### config.mk
export PLATFORM = sky130hd
export DESIGN_NAME = inj_scheduler
export DESIGN_NICKNAME = d
export VERILOG_FILES = /design/src/rtl/inj_scheduler.sv
export SDC_FILE = /design/constraint.sdc
export NUM_CORES = 1
export LEC_CHECK = 0
export BUFFER_PORTS_ARGS = -buffer_cell sky130_fd_sc_hd__buf_2
export CORE_MARGIN = 3
export CORE_UTILIZATION = 25
export DETAILED_ROUTE_END_ITERATION = 10
export PLACE_DENSITY_LB_ADDON = 0.12
export RECOVER_POWER = 100
export SYNTH_ARGS = -nofsm -noshare
export SYNTH_HDL_FRONTEND = slang
export SYNTH_SLANG_ARGS = --single-unit
### constraint.sdc
create_clock -name clk -period 8.4 [get_ports clk]
set_clock_uncertainty 0.05 [all_clocks]
set_input_delay 1.68 -clock clk [delete_from_list [all_inputs] [get_ports clk]]
set_output_delay 1.68 -clock clk [all_outputs]
set_load 0.02 [all_outputs]
### src/rtl/inj_scheduler.sv
// Round-robin injection sequencer: primes/drains NUM_SRC one-shot buffers into a skid FIFO.
// Optional stall counter output enabled by defining INJ_SCHED_STATS_EN.
module inj_scheduler #(
    parameter int NUM_SRC       = 4,
    parameter int WORDS_PER_SRC = 30,
    parameter int QUANTUM       = 4,
    parameter int FIFO_DEPTH    = 4
) (
    input  logic                  clk,
    input  logic                  rst,
    input  logic                  start,
    output logic [NUM_SRC-1:0]    buf_en,
    input  logic [20*NUM_SRC-1:0] buf_data,
    input  logic [NUM_SRC-1:0]    buf_valid,
    output logic [19:0]           inj_data,
    output logic                  inj_valid,
    input  logic                  inj_ready,
    output logic                  busy,
    output logic                  all_done,
`ifdef INJ_SCHED_STATS_EN
    output logic [15:0]           stall_cycles,
`endif
    output logic                  protocol_err
);

    localparam int PW = (NUM_SRC > 1) ? $clog2(NUM_SRC) : 1;
    localparam int CW = $clog2(WORDS_PER_SRC + 1);
    localparam int QW = $clog2(QUANTUM + 1);
    localparam int AW = (FIFO_DEPTH > 1) ? $clog2(FIFO_DEPTH) : 1;
    localparam int NW = $clog2(FIFO_DEPTH + 1);

    localparam logic [CW-1:0] WMAX    = CW'(WORDS_PER_SRC);
    localparam logic [QW-1:0] QMAX    = QW'(QUANTUM);
    localparam logic [NW:0]   DEPTH_C = (NW+1)'(FIFO_DEPTH);
    localparam logic [PW:0]   NSRC_C  = (PW+1)'(NUM_SRC);

    localparam logic [1:0] S_IDLE  = 2'd0;
    localparam logic [1:0] S_GRANT = 2'd1;
    localparam logic [1:0] S_DRAIN = 2'd2;
    localparam logic [1:0] S_DONE  = 2'd3;

    logic [1:0]         state_q, state_d;
    logic [PW-1:0]      ptr_q, ptr_d;
    logic [PW-1:0]      prev_ptr_q, prev_ptr_d;
    logic               inflight_q, inflight_d;
    logic [QW-1:0]      quant_q, quant_d;
    logic [NUM_SRC-1:0] primed_q, primed_d;
    logic [CW-1:0]      issued_q [NUM_SRC];
    logic [CW-1:0]      issued_d [NUM_SRC];
    logic               perr_q;

    logic [19:0]        mem_q [FIFO_DEPTH];
    logic [AW-1:0]      wr_q, rd_q;
    logic [NW-1:0]      cnt_q;

    logic [NUM_SRC-1:0] ok_mask;
    logic               push, pop, bad, credit, found;
    logic [19:0]        push_data;
    logic [NW:0]        occ;
    logic [QW-1:0]      q_inc;
    logic [CW-1:0]      i_inc;
    logic [PW:0]        sum_w;
    logic [PW-1:0]      cand, nxt;

    // Only the source issued to last cycle may present a word now.
    assign ok_mask = inflight_q ? (NUM_SRC'(1) << prev_ptr_q) : '0;
    assign push    = |(buf_valid & ok_mask);
    assign bad     = |(buf_valid & ~ok_mask);

    always_comb begin
        push_data = '0;
        for (int i = 0; i < NUM_SRC; i++) begin
            if (prev_ptr_q == PW'(i)) push_data = buf_data[20*i +: 20];
        end
    end

    assign inj_valid = (cnt_q != '0);
    assign inj_data  = inj_valid ? mem_q[rd_q] : '0;
    assign pop       = inj_valid & inj_ready;
    assign occ       = (NW+1)'(cnt_q) + (NW+1)'(inflight_q);
    assign credit    = (occ < DEPTH_C);
    assign q_inc     = quant_q + 1'b1;
    assign i_inc     = issued_q[ptr_q] + 1'b1;

    assign busy         = (state_q == S_GRANT) || (state_q == S_DRAIN);
    assign all_done     = (state_q == S_DONE);
    assign protocol_err = perr_q;

    always_comb begin
        state_d    = state_q;
        ptr_d      = ptr_q;
        prev_ptr_d = ptr_q;
        inflight_d = 1'b0;
        quant_d    = quant_q;
        primed_d   = primed_q;
        issued_d   = issued_q;
        buf_en     = '0;
        found      = 1'b0;
        nxt        = ptr_q;
        sum_w      = '0;
        cand       = '0;
        case (state_q)
            S_IDLE: begin
                if (start) begin
                    state_d  = S_GRANT;
                    ptr_d    = '0;
                    quant_d  = '0;
                    primed_d = '0;
                    for (int i = 0; i < NUM_SRC; i++) issued_d[i] = '0;
                end
            end
            S_GRANT: begin
                if (credit) begin
                    buf_en = NUM_SRC'(1) << ptr_q;
                    if (!primed_q[ptr_q]) begin
                        primed_d[ptr_q] = 1'b1;
                    end else begin
                        inflight_d      = 1'b1;
                        issued_d[ptr_q] = i_inc;
                        quant_d         = q_inc;
                        if (q_inc == QMAX || i_inc == WMAX) begin
                            quant_d = '0;
                            // Scan forward, wrapping back to the current source last.
                            for (int k = 1; k <= NUM_SRC; k++) begin
                                sum_w = (PW+1)'(ptr_q) + (PW+1)'(k);
                                if (sum_w >= NSRC_C) sum_w = sum_w - NSRC_C;
                                cand = sum_w[PW-1:0];
                                if (!found && issued_d[cand] < WMAX) begin
                                    found = 1'b1;
                                    nxt   = cand;
                                end
                            end
                            if (found) ptr_d = nxt;
                            else       state_d = S_DRAIN;
                        end
                    end
                end
            end
            S_DRAIN: begin
                if (cnt_q == '0 && !inflight_q) state_d = S_DONE;
            end
            S_DONE: begin
                state_d = S_DONE;
            end
            default: state_d = S_IDLE;
        endcase
    end

    always_ff @(posedge clk or negedge rst) begin
        if (!rst) begin
            state_q    <= S_IDLE;
            ptr_q      <= '0;
            prev_ptr_q <= '0;
            inflight_q <= 1'b0;
            quant_q    <= '0;
            primed_q   <= '0;
            perr_q     <= 1'b0;
            wr_q       <= '0;
            rd_q       <= '0;
            cnt_q      <= '0;
            for (int i = 0; i < NUM_SRC; i++) issued_q[i] <= '0;
        end else begin
            state_q    <= state_d;
            ptr_q      <= ptr_d;
            prev_ptr_q <= prev_ptr_d;
            inflight_q <= inflight_d;
            quant_q    <= quant_d;
            primed_q   <= primed_d;
            issued_q   <= issued_d;
            if (bad) perr_q <= 1'b1;
            if (push) wr_q <= wr_q + 1'b1;
            if (pop)  rd_q <= rd_q + 1'b1;
            cnt_q <= cnt_q + NW'(push) - NW'(pop);
        end
    end

    always_ff @(posedge clk) begin
        if (push) mem_q[wr_q] <= push_data;
    end

`ifdef INJ_SCHED_STATS_EN
    logic [15:0] stall_q;

    always_ff @(posedge clk or negedge rst) begin
        if (!rst) begin
            stall_q <= '0;
        end else if (state_q == S_IDLE && start) begin
            stall_q <= '0;
        end else if (busy && inj_valid && !inj_ready && stall_q != 16'hFFFF) begin
            stall_q <= stall_q + 16'd1;
        end
    end

    assign stall_cycles = stall_q;
`endif

endmodule

== Yosys cells after proc, flatten, opt, wreduce, memory -nomap -nowiden ==
Memories as Yosys holds them, arrays and structs flattened.
Index checks and enable logic that the tools add are counted.

* $add $sub $neg: 15
* Magnitude comparators: 17
* Eq/ne operators: 17
* Shift-type cells: 2
* Mux-type cells: 105
* Bitwise operators: 10
* Reductions and logical operators: 23

{| class="wikitable"
|+ Operator list
! cell !! count
|-
| 20-bit two-way mux || 8
|-
| 2-bit two-way mux || 35
|-
| 5-bit two-way mux || 11
|-
| 5-bit binary-select mux with 2-bit select || 5
|-
| 20-bit one-hot mux with 2 select lines || 1
|-
| 3-bit >= comparator (second input constant) || 9
|-
| 1-bit two-way mux || 27
|-
| 4-bit two-way mux || 6
|-
| 20-bit bitwise mux || 1
|-
| 5-bit < comparator (second input constant) || 4
|-
| 2-bit inverter with 3-bit output || 5
|-
| 3-bit two-way mux || 4
|-
| 5-bit demux with 2-bit select || 1
|-
| 4-bit AND || 2
|-
| 2-bit == test (second input constant) || 4
|-
| 2-bit by 1-bit != test with 1-bit output (second input constant) || 4
|-
| 2-bit != test (second input constant) || 4
|-
| 2-bit one-hot mux with 4 select lines || 1
|-
| 4-bit one-hot mux with 2 select lines || 1
|-
| 4-bit AND reduction || 2
|-
| 4-bit OR reduction || 2
|-
| 1-bit by 2-bit left shift with 4-bit output (first input constant) || 2
|-
| 2-bit by 1-bit subtractor with 2-bit output (second input constant) || 4
|-
| 7-bit AND reduction || 1
|-
| other kinds (32) || 45
|}

* Bits in registers: 42
* Memory bits (writable): 80
* Input port bits: 88
* Output and inout port bits: 28
* Logic and storage cells: 204
* Memories: 1

{| class="wikitable"
|+ Memories
! memory !! depth !! width !! rd ports !! clocked after Yosys merged registers in !! wr ports !! RTL line !! RTL
|-
| mem_q || 4 || 20 || 1 || 0 || 1 || 52 || <nowiki>logic [19:0] mem_q [FIFO_DEPTH];</nowiki>
|}

== Longest topological paths before layout ==
* Depth in word-level cells: 47
* Mapped depth: 11

== Worst setup path after synthesis ==
No wires, ideal clock.

* Kind: input port to flip-flop
* From: input port buf_valid[3]
* To: register cnt_q[2]
* Setup time: 122 ps
* Data arrival time: 3368 ps
* Setup slack: 4860 ps
* Stages on the path: 9
* Buffers on the path: 0
* Path through: mux4_2 and2_1 inv_1 ha_1 inv_1 ha_1 inv_1 fa_1 xor2_1

* Cells in the longest elaborated chain, start to end: 4

{| class="wikitable"
|+ RTL lines
! item !! RTL line !! RTL
|-
| from (decl) || 14 || <nowiki>input logic [NUM_SRC-1:0] buf_valid,</nowiki>
|-
| 4-bit AND || 67 || <nowiki>assign push = |(buf_valid & ok_mask);</nowiki>
|-
| 4-bit OR reduction || 67 ||
|-
| 3-bit by 1-bit adder with 3-bit output || 173 || <nowiki>cnt_q <= cnt_q + NW'(push) - NW'(pop);</nowiki>
|-
| 3-bit by 1-bit subtractor with 3-bit output || 173 ||
|-
| to (signal assigned) || 173 ||
|-
| to (decl) || 54 || <nowiki>logic [NW-1:0] cnt_q;</nowiki>
|}

Every way passes these cells.
A chain may end at the register's enable or synchronous reset.

== Worst setup path after layout ==
* From: register rd_q[0]
* To: output port inj_data[19]

* Cells in the longest elaborated chain, start to end: 2

{| class="wikitable"
|+ RTL lines
! item !! RTL line !! RTL
|-
| from (decl) || 53 || <nowiki>logic [AW-1:0] wr_q, rd_q;</nowiki>
|-
| from (signal assigned) || 172 || <nowiki>if (pop) rd_q <= rd_q + 1'b1;</nowiki>
|-
| memory read 4 x 20 bit || - ||
|-
| 20-bit two-way mux || 78 || <nowiki>assign inj_data = inj_valid ? mem_q[rd_q] : '0;</nowiki>
|-
| to (decl) || 15 || <nowiki>output logic [19:0] inj_data,</nowiki>
|}

Every way passes these cells.

==> results.cfg <==
[setup_path]
crit_start = rd_q[0]$_DFFE_PN0P_
reg2reg_slack_ps = 4450
r2r_start = prev_ptr_d[0]$_DFFE_PN0P_
worst_ep_arrival_time_ps = 2750
reg2reg_depth = 9
path_class = reg -> out
path_max_fanout = 22
startpoint_type = register
required_ps = 6670
cp-end-kind = output port
r2r_end = state_q[0]$_DFFE_PN0P_

[min_path]
hold_start = protocol_err$_DFFE_PN0P_
worstHoldEndpoint = protocol_err$_DFFE_PN0P_
hold_depth = 2
holdCritPathClass = reg -> reg

[grt]
met3_usage_pct = 3.26
antenna_found_initial = 0
grt_first_pass_wirelength_mm = 23.5
grt_pass1_vias = 4243
top_usage_layer = met2
grt_max_degree = 43
grt_util_met1_pct = 14.8
gr-total-overflow = 0
grtUsageTotal_pct = 11.7
met2_usage_pct = 19.8

[synthesis]
ys_top_cells_by_area = edfxtp_1 40%, mux4_2 17%, dfrtp_1 17%
seq_area_frac_synth_pct = 56.8
ys_ff_latch = 122
avgSynthCellArea_sq_um = 15.1
yosys.area.top_type = edfxtp_1
synthArstFlopShare_pct = 34.4
yosys.area.top_type_share_pct = 39.5
synth_nets = 511
synth_edf_count = 80
ys.flop_type = edfxtp_1
netlist_instances = 402
synth.cell_area_sq_mm = 0.00608
ys_types = 53
ys_warn_count = 0

[power]
ir_drop_mv = 0.123
power.leakage_nw = 2.95
power_mw = 1.45
cellPowerDensity_mw_per_mm2 = 191

[clock_network]
clock_path_buffers = 2
post_cts_buffers = 0
clk_latency_ps = 400
cts_hold_buf = 0
tritoncts = yes
htreeDepth = 4
root_buffer = clkbuf_16
cts_num_sinks = 122
ctsResizeCount = 0
cts_buffers = 17
path_clk_slew_ps = 60

[placement]
hpwl_mm = 10.2
gp_congestion = 0.834
port_buffers = 115
placed_cell_area_sq_mm = 0.00701

[final_layout]
final_nets = 630
final_common_cell = buf_2
layout_common_cells = 84 x buf_2, 80 x edfxtp_1, 47 x mux4_2
stdcell_area_sq_mm = 0.00756
n_antenna_cell = 0
flow.area_growth_from_synthesis_pct = 24.3
drive_gt1_share_pct = 31.5

[sta]
maxSlewViolCount = 43
finalSetupTns_ps = 0
hold_viol = 0
fin_crit_sh_pct = 53.3
final-setup-viol-count = 0
fmax_ghz = 0.223
whs_ps = 424
tightest_slew_ps = 2430
slew_headroom_pct = -62.0
fin_crit_ps = 4480
rsz0062_at_grt = no

[floorplanning]
die_w_um = 162
die_area_sq_mm = 0.0262
core_area_sq_mm = 0.0237
num_rows = 56
die_h_um = 162
start_util_pct = 25.7
ios = 116

[detailed_routing]
ant_nets = 0
drt_iter0_drc = 215
vias_per_cell = 4.70
drc_errors = 0
routed_wirelength_mm = 15.2
dr_total_vias = 4001
drt_pre_antenna_iters = 4
wl_per_cell_um = 17.9

[status]
status = complete, but fails checks
violations = capacitance limit, slew limit

[flow_run]
cap_violations = 1
==> worst max path at each step <==
stage	slack [ps]	cells after the start	endpoint
global placement	4650	10	cnt_q[2]$_DFF_PN0_
CTS	4260	4	buf_en[0]
global route	3660	3	inj_data[1]
detailed placement	4620	10	cnt_q[2]$_DFF_PN0_
finish	3920	3	inj_data[19]
floorplan	4860	9	cnt_q[2]$_DFF_PN0_
==> synth_stat cells (all sizes together) (4+ instances only) <==
master   n
ha      20
mux4    47
nand4    6
and3    11
dfrtp   42
buf      9
a311oi   4
and2    23
edfxtp  80
xor2     5
nand2   17
nor2    17
a21oi   14
a22o    16
nand3    7
inv     15
o21ai   13
mux2i    4
clkbuf  12
==> kinds of logic (layout without fill, tap and decap cells) <==
kind of cell             Yosys count  in the layout  share of synthesized area, %
adder cells (fa/ha/maj)           21             21                          4.45
AO/OA/AOI/OAI                     71             71                          8.58
XOR/XNOR                           7              7                          1.01
buffers and inverters             36            167                          2.49
multiplexers                      51             51                          18.1
flip-flops                       122            122                          56.8
AND/OR/NAND/NOR                   94             94                          8.58
==> final cells by class <==
| class | instances | area [sq um] |
|---|---|---|
| Clock inverter | 13 | 194 |
| Fill cell | 2394 | 16100 |
| Tap cell | 319 | 399 |
| Timing Repair Buffer | 121 | 563 |
| Clock buffer | 18 | 429 |
| Sequential cell | 122 | 3450 |
| Inverter | 15 | 56.3 |
| Multi-Input combinational cell | 244 | 2460 |
==> where the power goes <==
group / internal [mW] / switching [mW]
sequential: 0.642 / 0
combinational: 0.0223 / 0.0164
clock: 0.498 / 0.267
total: 1.16 / 0.284
==> per-layer routing <==
layer / wire length (um) / up-vias
met2: 7440 / 110
met1: 6840 / 2045
li1: - / 1837
met3: 824 / 9
met5: 0 / -
met4: 114 / 0
==> flip-flops by register name, indices dropped and copies added (netlist names), 2 cells and up <==
register / cells
primed_q: 4
issued_q: 20
state_q: 2
prev_ptr_d: 2
quant_q: 3
prev_ptr_q: 2
mem_q: 80
cnt_q: 3
wr_q: 2
rd_q: 2
==> critical path: stages, from the launching register on <==
cell and delay [ps]:
dfrtp_1 1330, mux4_2 630, and2_1 190, clkbuf_1 180
==> through the flow <==
step                setup WS [ps]  std cells  util [%]
finish                       3920        852      31.9
global route                 3660        852      31.9
CTS                          4260        852      32.2
detailed placement           4620        821      29.6
global placement             4650        821      29.6
floorplan                    4860        402         -
No activity file was read; power rests on OpenSTA's default activity.
